[src/rtl/ssd1306_spi_tx_if.sv]
// Byte handshake between the microcode executor and the SSD1306 SPI transmitter.
// The executor is the master: it offers a byte plus a frame-end flag and
// fires a trigger; the transmitter answers with ready while it can accept.
interface ssd1306_spi_tx_if;
  logic       tx_trigger_in;
  logic [7:0] data_in;
  logic       last_byte_in;
  logic       ready_out;

  modport master (
    output tx_trigger_in,
    output data_in,
    output last_byte_in,
    input  ready_out
  );

  modport slave (
    input  tx_trigger_in,
    input  data_in,
    input  last_byte_in,
    output ready_out
  );
endinterface

[src/rtl/ssd1306_spi_tx.sv]
// SPI mode-0 master transmitter for the SSD1306 serial bus.
// Shifts one byte MSB-first per accepted trigger. Chip select opens on the
// first byte of a frame and stays low until a byte flagged as last has gone
// out, followed by a hold phase and a minimum deselect phase.
// Every non-idle state lasts exactly CLK_DIV clk_in cycles.
module ssd1306_spi_tx #(
  parameter int CLK_DIV = 2
) (
  input  logic            clk_in,
  input  logic            resetn_in,
  ssd1306_spi_tx_if.slave tx,
  output logic            spi_sclk_out,
  output logic            spi_mosi_out,
  output logic            spi_csn_out
);

  localparam int              PW      = $clog2(CLK_DIV + 1);
  localparam logic [PW-1:0]   PH_LAST = PW'(CLK_DIV - 1);

  typedef enum logic [2:0] {
    IDLE,
    CS_SETUP,
    CLK_LOW,
    CLK_HIGH,
    CS_HOLD,
    CS_HIGH
  } state_t;

  state_t        state_q, state_d;
  logic [PW-1:0] phase_q, phase_d;
  logic [2:0]    bit_q, bit_d;
  logic [7:0]    shreg_q, shreg_d;
  logic          last_q, last_d;
  logic          csn_q, csn_d;
  logic          sclk_q;
  logic          ready_q;
  logic          phase_end;

  // The shared phase counter expires on the last cycle of any busy state.
  assign phase_end = (state_q != IDLE) && (phase_q == PH_LAST);

  // Next-state, datapath and chip-select decisions.
  always_comb begin
    state_d = state_q;
    phase_d = phase_q;
    bit_d   = bit_q;
    shreg_d = shreg_q;
    last_d  = last_q;
    csn_d   = csn_q;

    if (state_q != IDLE)
      phase_d = phase_end ? '0 : phase_q + PW'(1);

    case (state_q)
      IDLE: begin
        if (tx.tx_trigger_in) begin
          shreg_d = tx.data_in;
          last_d  = tx.last_byte_in;
          bit_d   = '0;
          phase_d = '0;
          // An open frame skips the setup phase and starts clocking at once.
          if (csn_q) begin
            csn_d   = 1'b0;
            state_d = CS_SETUP;
          end else begin
            state_d = CLK_LOW;
          end
        end
      end
      CS_SETUP: if (phase_end) state_d = CLK_LOW;
      CLK_LOW:  if (phase_end) state_d = CLK_HIGH;
      CLK_HIGH: begin
        if (phase_end) begin
          // Shifting here makes the next bit appear with the falling edge;
          // zero fill leaves MOSI low once the byte is done.
          shreg_d = {shreg_q[6:0], 1'b0};
          bit_d   = bit_q + 3'd1;
          if (bit_q == 3'd7)
            state_d = last_q ? CS_HOLD : IDLE;
          else
            state_d = CLK_LOW;
        end
      end
      CS_HOLD: begin
        if (phase_end) begin
          csn_d   = 1'b1;
          state_d = CS_HIGH;
        end
      end
      CS_HIGH:  if (phase_end) state_d = IDLE;
      default:  state_d = IDLE;
    endcase
  end

  // State and datapath registers; outputs are registered from the next state
  // so SCLK, CSn and ready never glitch on state decode.
  always_ff @(posedge clk_in or negedge resetn_in) begin
    if (!resetn_in) begin
      state_q <= IDLE;
      phase_q <= '0;
      bit_q   <= '0;
      shreg_q <= '0;
      last_q  <= 1'b0;
      csn_q   <= 1'b1;
      sclk_q  <= 1'b0;
      ready_q <= 1'b1;
    end else begin
      state_q <= state_d;
      phase_q <= phase_d;
      bit_q   <= bit_d;
      shreg_q <= shreg_d;
      last_q  <= last_d;
      csn_q   <= csn_d;
      sclk_q  <= (state_d == CLK_HIGH);
      ready_q <= (state_d == IDLE);
    end
  end

  assign tx.ready_out = ready_q;
  assign spi_sclk_out = sclk_q;
  assign spi_mosi_out = shreg_q[7];
  assign spi_csn_out  = csn_q;

endmodule

[src/flat_wrapper.sv]
// flat-port wrapper written by rule: the top's interface ports become plain ports
module ssd1306_spi_tx_flat 
#(
  parameter int CLK_DIV = 2
)
  (clk_in, resetn_in, spi_sclk_out, spi_mosi_out, spi_csn_out, tx_tx_trigger_in, tx_data_in, tx_last_byte_in, tx_ready_out);
  ssd1306_spi_tx_if tx_i ();
  input  logic clk_in;
  input  logic resetn_in;
  output logic spi_sclk_out;
  output logic spi_mosi_out;
  output logic spi_csn_out;
  input wire logic [$bits(tx_i.tx_trigger_in)-1:0] tx_tx_trigger_in;
  input wire logic [$bits(tx_i.data_in)-1:0] tx_data_in;
  input wire logic [$bits(tx_i.last_byte_in)-1:0] tx_last_byte_in;
  output wire logic [$bits(tx_i.ready_out)-1:0] tx_ready_out;
  assign tx_i.tx_trigger_in = tx_tx_trigger_in;
  assign tx_i.data_in = tx_data_in;
  assign tx_i.last_byte_in = tx_last_byte_in;
  assign tx_ready_out = tx_i.ready_out;
  ssd1306_spi_tx #(.CLK_DIV(CLK_DIV)) u_core (.clk_in(clk_in), .resetn_in(resetn_in), .tx(tx_i), .spi_sclk_out(spi_sclk_out), .spi_mosi_out(spi_mosi_out), .spi_csn_out(spi_csn_out));
endmodule
[config.mk]
export PLATFORM = sky130hd
export DESIGN_NAME = ssd1306_spi_tx_flat
export DESIGN_NICKNAME = d
export VERILOG_FILES = /design/src/rtl/ssd1306_spi_tx_if.sv /design/src/rtl/ssd1306_spi_tx.sv /design/src/flat_wrapper.sv
export SDC_FILE = /design/constraint.sdc
export NUM_CORES = 1
export LEC_CHECK = 0
export BUFFER_PORTS_ARGS = -buffer_cell sky130_fd_sc_hd__clkbuf_2
export CELL_PAD_IN_SITES_DETAIL_PLACEMENT = 1
export CELL_PAD_IN_SITES_GLOBAL_PLACEMENT = 1
export CORE_UTILIZATION = 42
export CTS_BUF_LIST = sky130_fd_sc_hd__clkbuf_8 sky130_fd_sc_hd__clkbuf_16
export CTS_CLUSTER_SIZE = 40
export DETAILED_ROUTE_END_ITERATION = 10
export GPL_TIMING_DRIVEN = 0
export PLACE_DENSITY_LB_ADDON = 0.1
export SLEW_MARGIN = 5
export SYNTH_ARGS = -nofsm -noshare
export SYNTH_HDL_FRONTEND = slang
export SYNTH_SLANG_ARGS = --single-unit
[constraint.sdc]
create_clock -name clk_in -period 1.7 [get_ports clk_in]
set_input_delay 0.17 -clock clk_in [delete_from_list [all_inputs] [get_ports clk_in]]
set_output_delay 0.17 -clock clk_in [all_outputs]
set_load 0.01 [all_outputs]
==> flow_summary.yaml, run 1 <==
run_status:
  status: "complete, no violations"
hold_path:
  holdPathStages: 2
  holdPathEnd: "u_core.last_q"
  hold_path_class: "in2reg"
  hp-start: "tx_last_byte_in"
cells_and_area:
  area_growth_pct: 17.2
  fill_cells: 247
  nets: 124
  num_antenna_cells: 0
  layout.cells.non_filler: 136
  drive_above_1_share: 0.287
worst_setup_path:
  worst_setup_path_start_kind: "flip-flop"
  cpMostUsedCell: "buf_6"
  slowest_stage: "or4b_1"
  critical_path_class: "reg2reg"
  critPathLaunch: "u_core.state_q[1]"
  crit_family: "simple AND/OR/NAND/NOR gates"
  critPathCaptureType: "flip-flop"
  crit_path_max_incr_delay_ns: 0.55
  cp.arrival_ns: 1.77
  path_cells: "or4b_1, buf_6, o21a_4, buf_6, nand2_1, o21ai_1"
  r2r_cells: 6
  critPathRequiredTime_ns: 1.84
  worstReg2RegStart: "u_core.state_q[1]"
  critical_path_peak_fanout: 10
  path_buf_inv: 2
  reg2reg_slack_ns: 0.07
  r2r-end: "u_core.shreg_q[2]"
detailed_routing:
  top_layer: "met4"
  firstDrtPassIters: 4
  drc: 0
  postRouteAntennaNets: 0
  wl_met3_um: 57
  wl_um: 1990
  wl_met1_um: 906
  vias: 725
  routed-wl-met2_um: 996
  drtIter0Drc: 4
  viasPerCell: 5.33
  wl_per_cell_um: 14.6
timing:
  setup_slack_ns: 0.0686
  worst_slew_pin_slew_ns: 0.510
  skew_ns: 0.00119
  maxSlewHeadroom: 0.660
  slew_viol_final: 0
  rsz0062_at_grt: "false"
  setup-violations-final: 0
  setup_tns_ns: 0
  post-route-min-period_ns: 1.63
  finalCritPeriodShare: 0.960
  max_freq_ghz: 0.613
  finalHoldViolations: 0
power_and_ir_drop:
  intPower_mw: 1.26
  total_power_mw: 2.04
  power.share.clock: 0.150
  p_switching_uw: 783
  p_seq_frac: 0.381
  leakage_nw: 0.557
  ir_worst_vdd_uv: 758
  p_per_area_nw_per_um2: 1790
  switching_share: 0.384
  pwr-share-comb: 0.469
die:
  die_h_um: 50.2
  rows: 17
  core_area_um2: 2190
  pin_count: 16
  initial_utilization: 0.445
  fp.dieW_um: 50.2
  fp.dieArea_um2: 2520
place:
  io_buffers: 15
  dp_cells: 132
  gp_congestion: 0.759
  dp_slack_ns: 0.0553
  dp_hpwl_um: 1490
logic_synthesis:
  yosys_warnings: 0
  netlist_area_um2: 975
  yosysUniqueCellTypes: 32
  syn_nets: 103
  postSynthCellCount: 89
  yosysSeqAreaShare: 0.516
  synth.avg_cell_area_um2: 11.0
  ys_seq_elements: 20
global_routing:
  grt_max_degree: 21
  gr-total-overflow: 0
  grt_pass1_vias: 792
  grt_pass1_wl_um: 3620
  groute.usage.overall: 0.197
  antenna_found_initial: 0
clock_network:
  post_cts_buffers: 0
  cts_tree: "done"
  cts_sinks: 20
  clkLatencyLatePin_ns: 0.25
  clk_pin_slew_ns: 0.07
  htreeDepth: 1
  cts_buffer_depth: 2
  cts_root_buf: "clkbuf_8"
  cts_buffers: 3
flow_run:
  cap_violations: 0
==> flip-flops by register name, indices dropped and copies added (netlist names) <==
name / count
u_core.bit_q: 3
u_core.last_q: 1
u_core.phase_q: 2
u_core.shreg_q: 8
u_core.spi_csn_out: 1
u_core.spi_sclk_out: 1
u_core.state_q: 3
u_core.tx.ready_out: 1
==> stage by stage <==
step                      area, um^2  hold slack [ns]  utilization
after CTS                       1140            0.120        0.519
after detailed placement        1080            0.167        0.495
after floorplan                  975           -0.126            -
after global placement          1080            0.155        0.495
final                           1140            0.127        0.521
after global routing            1140            0.130        0.521
==> placed cells by master (no fill, tap or decap), types with 2 or more instances in the layout <==
master,n
a21oi_1,3
nor2_1,3
o21ai_1,6
buf_2,4
buf_6,2
clkbuf_8,3
o21ai_2,3
nor3_1,2
nand3b_1,2
clkbuf_2,15
ha_1,2
mux2i_1,8
dfstp_2,2
nand2b_1,2
dfrtp_1,18
nand2_1,14
==> cells in the mapped netlist (all sizes together) <==
cell	number	area [um^2]
dfrtp	18	450
nand2	14	52.6
o21ai	10	61.3
mux2i	8	80.1
buf	6	36.3
a21oi	3	15.0
nor2	3	11.3
dfstp	2	52.6
ha	2	25.0
mux2	2	22.5
nand2b	2	12.5
nand3b	2	15.0
nor3	2	10.0
a211o	1	8.76
a211oi	1	7.51
a22oi	1	7.51
a32o	1	10.0
and2b	1	7.51
and4	1	8.76
inv	1	3.75
nand4b	1	8.76
nor3b	1	7.51
o211a	1	10.0
o21a	1	15.0
o21bai	1	7.51
o32ai	1	8.76
or4b	1	10.0
xnor2	1	8.76
==> power by group through the flow <==
stage	registers, mW	clock network (mW)	logic, mW
floorplan	0.768	0	0.743
global placement	0.769	0	0.922
detailed placement	0.787	0	0.969
CTS	0.780	0.319	0.971
global route	0.800	0.342	1.08
finish	0.778	0.306	0.956
==> worst max path at each step <==
stage | endpoint | cells after the start
detailed placement | u_core.shreg_q[2] | 6
floorplan | u_core.bit_q[0] | 4
finish | u_core.shreg_q[2] | 6
CTS | u_core.shreg_q[2] | 6
global placement | u_core.shreg_q[6] | 6
global route | u_core.shreg_q[6] | 6
==> logic make-up after synthesis <==
group | count (synthesis) | share of synthesized area
flip-flops | 20 | 0.516
adder cells (fa/ha/maj) | 2 | 0.0257
AND/OR/NAND/NOR | 28 | 0.148
multiplexers | 10 | 0.105
XOR/XNOR | 1 | 0.00899
buffers and inverters | 7 | 0.0411
AO/OA/AOI/OAI | 21 | 0.155
==> layer usage <==
layer,track usage,vias to the layer above
li1,-,355
met4,0.105,0
met5,0,-
met2,0.336,12
met3,0.0364,4
met1,0.234,354
==> repair_timing <==
item,4_1_cts,5_1_grt
endpoints found under the hold margin,18,0
setup endpoints to repair,0,4
gates resized for setup,0,3
hold buffers,1,0
==> final cells by class <==
class,instances,area [um^2],area share
Tap cell,28,35.0,0.0307
Buffer,6,42.5,0.0372
Multi-Input combinational cell,62,432,0.378
Inverter,1,3.75,0.00329
Timing Repair Buffer,16,85.1,0.0745
Clock buffer,3,41.3,0.0361
Sequential cell,20,503,0.440
Note: power is estimated with default switching activity, not from simulation.
==> run 2, diff against run 1 <==
- CORE_UTILIZATION: 42 -> 38
- clock period: 1.7 -> 1.4 ns (I/O delays scaled with it)
==> run 2 against run 1 <==
Count of clock-buffer cells in the layout grew 1; cell count grew 5.1%; sequential share of layout area decreased by 5.9 points; register-to-register slack got worse by 0.21 ns; the run now ends with negative setup slack left; die area grew 10%; global-route usage down 0.97 points; wire length increased by 21%; combinational power rose by 78%; largest power group unchanged; flip-flop and latch count unchanged.
==> flow_summary.yaml, run 2 (synthesized netlist as in run 1, its figures left out) <==
run_status:
  status: "complete, but fails checks"
  violations: "negative setup slack"
power_and_ir_drop:
  p_switching_mw: 1.22
  switching_share: 0.390
  p_per_area_nw_per_um2: 2370
  p_seq_frac: 0.309
  intPower_mw: 1.91
  leakage_nw: 0.631
  power.share.clock: 0.148
  pwr-share-comb: 0.543
  ir_worst_vdd_uv: 1210
detailed_routing:
  firstDrtPassIters: 4
  wl_per_cell_um: 16.9
  viasPerCell: 5.41
  wl_um: 2410
  vias: 774
  drtIter0Drc: 7
  postRouteAntennaNets: 0
  drc: 0
die:
  initial_utilization: 0.420
  rows: 17
  fp.dieArea_um2: 2770
  core_area_um2: 2320
  pin_count: 16
  die_h_um: 52.6
  fp.dieW_um: 52.6
global_routing:
  grt_pass1_wl_um: 3690
  grt_max_degree: 21
  grt_pass1_vias: 799
  groute.usage.overall: 0.188
  antenna_found_initial: 0
  gr-total-overflow: 0
cells_and_area:
  num_antenna_cells: 0
  top_regs: "u_core.shreg_q x8, u_core.bit_q x3, u_core.state_q x3"
  layout_common_cells: "dfrtp_1, clkbuf_2, mux2i_1"
  largest_reg_flops: 8
  drive_above_1_share: 0.478
  nets: 130
  area_growth_pct: 35.2
  layout.cells.non_filler: 143
  top_register: "u_core.shreg_q"
  final_common_cell: "dfrtp_1"
hold_path:
  hp-start: "tx_last_byte_in"
  holdPathEnd: "u_core.last_q"
  hold_path_class: "in2reg"
  holdPathStages: 2
timing:
  hold_slack_ns: 0.0817
  maxSlewHeadroom: 0.669
  post-route-min-period_ns: 1.54
  slew_viol_final: 0
  max_freq_ghz: 0.649
  setup_tns_ns: -1.07
  finalCritPeriodShare: 1.10
  worst_slew_pin_slew_ns: 0.497
  rsz0062_at_grt: "true"
  setup-violations-final: 10
  finalHoldViolations: 0
  skew_ns: 0.00478
  setup_slack_ns: -0.140
clock_network:
  cts_tree: "done"
  cts_buffers: 3
  clk_pin_slew_ns: 0.08
  cts_root_buf: "clkbuf_8"
  cts_buffer_depth: 2
  clkLatencyLatePin_ns: 0.27
  cts_sinks: 20
  htreeDepth: 1
place:
  io_buffers: 15
  dp_hpwl_um: 1470
  gp_congestion: 0.689
  dp_cells: 132
  dp_slack_ns: -0.203
worst_setup_path:
  r2r-end: "u_core.last_q"
  worstReg2RegStart: "u_core.state_q[0]"
  critPathRequiredTime_ns: 1.55
  reg2reg_slack_ns: -0.14
  r2r_cells: 3
  worst_setup_path_start_kind: "flip-flop"
  critPathCaptureType: "flip-flop"
  critical_path_class: "reg2reg"
  critical_path_peak_fanout: 4
  cp.arrival_ns: 1.69
flow_run:
  cap_violations: 0
run 2: per-layer routing:
metal / vias up / track usage / share of wire
li1: 372 / - / -
met4: 0 / 0.0658 / 0.019
met2: 14 / 0.295 / 0.51
met3: 7 / 0.0522 / 0.031
met1: 381 / 0.244 / 0.44
met5: - / 0 / 0
run 2: timing repair:
item / 4_1_cts / 5_1_grt
setup endpoints to repair: 14 / 14
hold buffers: 1 / 0
gates resized for setup: 5 / 24
endpoints found under the hold margin: 18 / 0
buffers inserted: 2 / 4
cloned: 0 / 1
pin swaps: 1 / 8
run 2: cell type report:
class | count | area, um^2
plain buffers | 5 | 43.8
clock buffers | 4 | 55.1
fillers | 250 | 1000
inverters | 1 | 3.75
multi-input cells | 62 | 522
flip-flops and latches | 20 | 503
well taps | 28 | 35.0
repair buffers | 23 | 155
run 2: worst max path at each step:
stage,startpoint,end
2_1_floorplan,u_core.state_q[1],u_core.bit_q[0]
3_3_place_gp,u_core.state_q[1],u_core.shreg_q[5]
3_5_place_dp,u_core.state_q[1],u_core.shreg_q[5]
4_1_cts,u_core.state_q[1],u_core.shreg_q[5]
5_1_grt,u_core.state_q[0],u_core.last_q
6_report,u_core.state_q[0],u_core.last_q
run 2: metrics by stage:
step / area, um^2 / total power [mW] / util
final: 1320 / 3.13 / 0.568
after global routing: 1320 / 3.34 / 0.568
after CTS: 1180 / 2.68 / 0.511
after detailed placement: 1080 / 2.13 / 0.468
after global placement: 1080 / 2.06 / 0.468
after floorplan: 975 / 1.83 / -
run 2: worst max-delay path, cell delays in order (launching register included):
cell	delay, ns
dfrtp_1	0.38
or4b_4	0.58
buf_4	0.16
mux2_1	0.30
run 2: power by group through the flow:
stage	sequential [mW]	combinational [mW]	clock, mW
finish	0.967	1.70	0.463
global route	1.00	1.85	0.488
CTS	0.936	1.27	0.478
detailed placement	0.947	1.19	0
global placement	0.932	1.13	0
floorplan	0.932	0.902	0
